File: config.mk
export PLATFORM = sky130hd
export DESIGN_NAME = dmem_ctrl
export DESIGN_NICKNAME = d
export VERILOG_FILES = /design/src/rtl/dmem_pkg.sv /design/src/rtl/dmem_align.sv /design/src/rtl/dmem_ctrl.sv
export SDC_FILE = /design/constraint.sdc
export NUM_CORES = 1
export LEC_CHECK = 0
export CAP_MARGIN = 30
export CORE_MARGIN = 2
export CORE_UTILIZATION = 45
export DETAILED_ROUTE_END_ITERATION = 8
export PLACE_DENSITY = 0.73
export SLEW_MARGIN = 20
export SYNTH_ARGS = -nofsm -noshare
export SYNTH_HDL_FRONTEND = slang
export SYNTH_HIERARCHICAL = 1
export SYNTH_SLANG_ARGS = --single-unit
File: constraint.sdc
create_clock -name clk -period 13.8 [get_ports clk]
set_clock_uncertainty 0.2 [all_clocks]
set_input_delay 1.38 -clock clk [delete_from_list [all_inputs] [get_ports clk]]
set_output_delay 1.38 -clock clk [all_outputs]
set_load 0.05 [all_outputs]
File: src/rtl/dmem_pkg.sv
// dmem_pkg: shared funct3 encodings, FSM states and access-size helpers for dmem_ctrl
package dmem_pkg;
  localparam logic [2:0] F3_B  = 3'b000;
  localparam logic [2:0] F3_H  = 3'b001;
  localparam logic [2:0] F3_W  = 3'b010;
  localparam logic [2:0] F3_BU = 3'b100;
  localparam logic [2:0] F3_HU = 3'b101;
  typedef enum logic [1:0] {IDLE, ACC1, ACC2, RESP} state_t;
  function automatic logic [2:0] size_of(input logic [2:0] f3);
    return f3[1:0] == 2'b00 ? 3'd1 : f3[1:0] == 2'b01 ? 3'd2 : 3'd4;
  endfunction
  function automatic logic f3_invalid(input logic we, input logic [2:0] f3);
    return f3 == 3'b011 || f3 == 3'b110 || f3 == 3'b111 || (we && f3[2]);
  endfunction
endpackage

File: src/rtl/dmem_align.sv
// dmem_align: lane masks and write-data shift for stores, extract and extend for loads
module dmem_align
  import dmem_pkg::*;
(
  input  logic [2:0]  funct3,
  input  logic [1:0]  off,
  input  logic [31:0] wdata,
  input  logic [31:0] word1,
  input  logic [31:0] word2,
  output logic [3:0]  mask1,
  output logic [3:0]  mask2,
  output logic        split,
  output logic [63:0] wshift,
  output logic [31:0] rdata
);
  logic [2:0]  n;
  logic [7:0]  mask8;
  logic [63:0] rsh;
  // store side kept apart from load side: split selects the load words upstream
  always_comb begin
    n = size_of(funct3);
    mask8 = (n == 3'd1 ? 8'h01 : n == 3'd2 ? 8'h03 : 8'h0F) << off;
    mask1 = mask8[3:0];
    mask2 = mask8[7:4];
    split = |mask8[7:4];
    wshift = {32'b0, wdata} << {off, 3'b000};
  end
  always_comb begin
    rsh = {word2, word1} >> {off, 3'b000};
    rdata = funct3 == F3_B  ? {{24{rsh[7]}}, rsh[7:0]} :
            funct3 == F3_BU ? {24'b0, rsh[7:0]} :
            funct3 == F3_H  ? {{16{rsh[15]}}, rsh[15:0]} :
            funct3 == F3_HU ? {16'b0, rsh[15:0]} : rsh[31:0];
  end
endmodule

File: src/rtl/dmem_ctrl.sv
// dmem_ctrl: splits core byte/half/word loads and stores into word RAM accesses and stalls until done
module dmem_ctrl
  import dmem_pkg::*;
#(
  parameter int ADDR_W = 12
) (
  input  logic              clk,
  input  logic              rst,
  input  logic              req_valid,
  input  logic              req_we,
  input  logic [2:0]        req_funct3,
  input  logic [31:0]       req_addr,
  input  logic [31:0]       req_wdata,
  output logic              stall,
  output logic              rsp_valid,
  output logic [31:0]       rsp_rdata,
  output logic              rsp_err,
  output logic              mem_en,
  output logic [3:0]        mem_we,
  output logic [ADDR_W-1:0] mem_addr,
  output logic [31:0]       mem_wdata,
  input  logic [31:0]       mem_rdata
);
  state_t            state, state_n;
  logic              we_r;
  logic [2:0]        f3_r;
  logic [ADDR_W+1:0] addr_r;
  logic [31:0]       wdata_r, w1_r;
  logic              idle, split, unused;
  logic [3:0]        mask1, mask2;
  logic [63:0]       wshift;
  logic [31:0]       a_rdata;
  logic              mem_en_n;
  logic [3:0]        mem_we_n;
  logic [ADDR_W-1:0] mem_addr_n;
  logic [31:0]       mem_wdata_n;
  assign unused = ^req_addr[31:ADDR_W+2];
  assign idle = state == IDLE;
  // in IDLE the aligner sees the live request so the first access can be registered on entry to ACC1
  dmem_align u_align (
    .funct3 (idle ? req_funct3 : f3_r),
    .off    (idle ? req_addr[1:0] : addr_r[1:0]),
    .wdata  (idle ? req_wdata : wdata_r),
    .word1  (split ? w1_r : mem_rdata),
    .word2  (split ? mem_rdata : 32'b0),
    .mask1  (mask1),
    .mask2  (mask2),
    .split  (split),
    .wshift (wshift),
    .rdata  (a_rdata)
  );
  always_comb begin
    state_n = state;
    mem_en_n = 1'b0;
    mem_we_n = '0;
    mem_addr_n = '0;
    mem_wdata_n = '0;
    case (state)
      IDLE: if (req_valid) begin
        if (f3_invalid(req_we, req_funct3)) state_n = RESP;
        else begin
          state_n = ACC1;
          mem_en_n = 1'b1;
          mem_we_n = req_we ? mask1 : 4'b0;
          mem_addr_n = req_addr[ADDR_W+1:2];
          mem_wdata_n = req_we ? wshift[31:0] : 32'b0;
        end
      end
      ACC1: if (split) begin
        state_n = ACC2;
        mem_en_n = 1'b1;
        mem_we_n = we_r ? mask2 : 4'b0;
        mem_addr_n = addr_r[ADDR_W+1:2] + ADDR_W'(1);
        mem_wdata_n = we_r ? wshift[63:32] : 32'b0;
      end else state_n = RESP;
      ACC2: state_n = RESP;
      default: state_n = IDLE;
    endcase
  end
  always_ff @(posedge clk or posedge rst) begin
    if (rst) begin
      state <= IDLE;
      we_r <= 1'b0;
      f3_r <= '0;
      addr_r <= '0;
      wdata_r <= '0;
      w1_r <= '0;
      mem_en <= 1'b0;
      mem_we <= '0;
      mem_addr <= '0;
      mem_wdata <= '0;
    end else begin
      state <= state_n;
      if (idle && req_valid) begin
        we_r <= req_we;
        f3_r <= req_funct3;
        addr_r <= req_addr[ADDR_W+1:0];
        wdata_r <= req_wdata;
      end
      if (state == ACC2) w1_r <= mem_rdata;
      mem_en <= mem_en_n;
      mem_we <= mem_we_n;
      mem_addr <= mem_addr_n;
      mem_wdata <= mem_wdata_n;
    end
  end
  assign stall = req_valid & (state != RESP);
  assign rsp_valid = state == RESP;
  assign rsp_err = rsp_valid & f3_invalid(we_r, f3_r);
  assign rsp_rdata = rsp_valid && !we_r && !rsp_err ? a_rdata : 32'b0;
endmodule
==> flow_metrics.tcl <==
set metrics [dict create \
    cp_top_family "buffers and inverters" \
    finalSetupViolations 0 \
    vias 6795 \
    hpwlAfterDp_um 14670 \
    ant_nets 0 \
    drt_iter0_drc 402 \
    finalCritPeriodShare 0.5631 \
    row_count 50 \
    status "complete, no violations" \
    switchingPower_mw 1.229 \
    min_period_ns 7.771 \
    place.gp.congestion 0.8497 \
    cts_tree "yes" \
    setup-tns-final_ns 0 \
    netlist_instances 878 \
    cp_common_cell "clkdlybuf4s50_1" \
    via_per_inst 5.440 \
    tightest_slew_ns 0.9093 \
    slew_headroom 0.3916 \
    max_stage_delay_ns 0.74 \
    preCtsSetupSlack_ns 6.068 \
    core_um2 18770 \
    die-area_um2 20270 \
    antenna_found_initial 1 \
    cpMaxStageDelayCell "o21bai_4" \
    max_clock_freq_ghz 0.1287 \
    chipHeight_um 142.4 \
    ir_drop_v 0.0001137 \
    overflow 0 \
    holdBufCountCts 0 \
    clk_latency_ns 0.42 \
    clk_path_buf_depth 2 \
    critPathArrivalTime_ns 6.19 \
    clkSlewWorstSetupHoldPaths_ns 0.06 \
    drv_cap 0 \
    p_per_area_nw_per_um2 256.7 \
    start_util 0.4592 \
    cp_num_buf_inv 4 \
    power_frac_seq 0.219 \
    cp-start-kind "input port" \
    first_global_vias 6573 \
    p_int_mw 1.550 \
    crit_fanout 67 \
    nets 1109 \
    syn2layout_area_growth_pct 25.67 \
    track_usage 0.2214 \
    yosysWarnings 6 \
    first_pass_iters 5 \
    setup_slack_ns 6.029 \
    worstSetupEndpointType "primary output" \
    drc_errors 0 \
    totalWireLength_um 22210 \
    drive_above_1_share 0.1923 \
    numCtsBuffers 17 \
    rsz0062_at_grt "no" \
    min_path_type "reg -> reg" \
    cts_resized 0 \
    h-tree-depth 4 \
    path_cells "clkdlybuf4s50_1 > mux2_4 > inv_1 > o21bai_4 > buf_4 > mux2_2 > mux2i_1 > nor3_1 > a311oi_1 > o21ai_2 > and2_1 > clkdlybuf4s50_1" \
    slew_viol_final 0 \
    clkSinkCount 133 \
    grt_pass1_wl_um 35020 \
    post-cts-setup-buffers 0 \
    hold_violations 0 \
    cp.required_ns 12.22 \
    boundaryPins 187 \
    wl_per_cell_um 17.78 \
    power.leakage_nw 4.764 \
    io_buffers 168 \
    fp.dieW_um 142.4 \
    syn_area_um2 8618 \
    combPwrFrac 0.622 \
    root_buffer "clkbuf_16" \
    syn_avg_cell_area_um2 9.816 \
    crit_type "in -> out" \
    grt_max_degree 81 \
    switching_share 0.4423 \
    clkPwrFrac 0.159 \
]
-- worst paths after layout --
check                            startpoint  cells past startpoint  slack [ns]            end
worst max-delay path            req_addr[0]                     12        6.03  rsp_rdata[30]
worst min-delay path            wdata_r[24]                      2        0.27    wdata_r[24]
worst max register to register     state[1]                     10        9.41  mem_wdata[14]
worst min register to register  wdata_r[24]                      2        0.27    wdata_r[24]
max in group asynchronous               rst                      3       10.92     addr_r[12]
min in group asynchronous               rst                      2        1.29       w1_r[16]
-- tightest hold or removal path: cells and delay by family, from the launching register on --
family           cells  cell delay (ns)
flip-flops           1             0.33
AND/OR/NAND/NOR      2             0.10
-- metrics by stage --
step / area, µm² / hold slack, ns / util / std cells / total power, mW
2_1_floorplan: 8648 / 0.2417 / - / 886 / 2.009
3_3_place_gp: 10210 / 0.2537 / 0.5438 / 1213 / 2.290
3_5_place_dp: 10240 / 0.2587 / 0.5455 / 1215 / 2.326
4_1_cts: 10810 / 0.2731 / 0.5761 / 1247 / 2.781
5_1_grt: 10830 / 0.2853 / 0.5771 / 1249 / 2.971
6_report: 10830 / 0.2668 / 0.5771 / 1249 / 2.780
-- cell usage in the layout (no fill, tap or decap), types with 3 or more instances in the layout --
master and instances:
xor2_1 9, o21ai_0 18, inv_6 4, nor3_1 26, a211o_1 7, dfrtp_1 133
mux2i_1 43, and3_1 11, nand2_1 171, nor2b_1 18, inv_1 4, clkdlybuf4s50_1 168
nand3_1 5, nor2_1 23, a21oi_1 13, ha_1 4, o21ai_2 11, nand4_1 3
and2_1 67, a22o_1 44, nand2b_1 3, o31ai_1 3, mux4_2 8, clkbuf_16 17
conb_1 9, a211oi_1 8, a311oi_1 8, clkinvlp_4 6, o22ai_1 10, o2bb2ai_1 4
buf_4 9, mux2_2 118, mux2_4 4
-- power by group through the flow --
| stage | Sequential [mW] | Combinational, mW | Clock [mW] |
|---|---|---|---|
| final | 0.608 | 1.73 | 0.442 |
| after global routing | 0.625 | 1.88 | 0.468 |
| after CTS | 0.607 | 1.72 | 0.450 |
| after detailed placement | 0.612 | 1.71 | 0 |
| after global placement | 0.604 | 1.69 | 0 |
| after floorplan | 0.666 | 1.34 | 0 |
-- metal layers --
metal	up-vias	part of all wire	track usage
met5	-	0	0
met3	33	0.055	0.03769
met2	218	0.46	0.3471
met4	0	0.019	0.07608
met1	3240	0.47	0.3112
li1	3304	-	-
-- sequential cells by signal, indices dropped and copies added (netlist names) --
register	cells
state	2
mem_wdata	32
mem_en	1
mem_we	4
f3_r	3
we_r	1
mem_addr	12
w1_r	32
wdata_r	32
addr_r	14
-- cell type report --
| cell class | instances | area [µm²] |
|---|---|---|
| clock buffer | 19 | 452.9 |
| multi-input combinational | 664 | 4812 |
| tap | 234 | 292.8 |
| antenna | 1 | 2.502 |
| timing repair buffer | 180 | 1795 |
| fill | 1643 | 7938 |
| inverter | 5 | 23.77 |
| sequential | 133 | 3328 |
| clock inverter | 13 | 122.6 |
(Power assumes the default switching activity.)
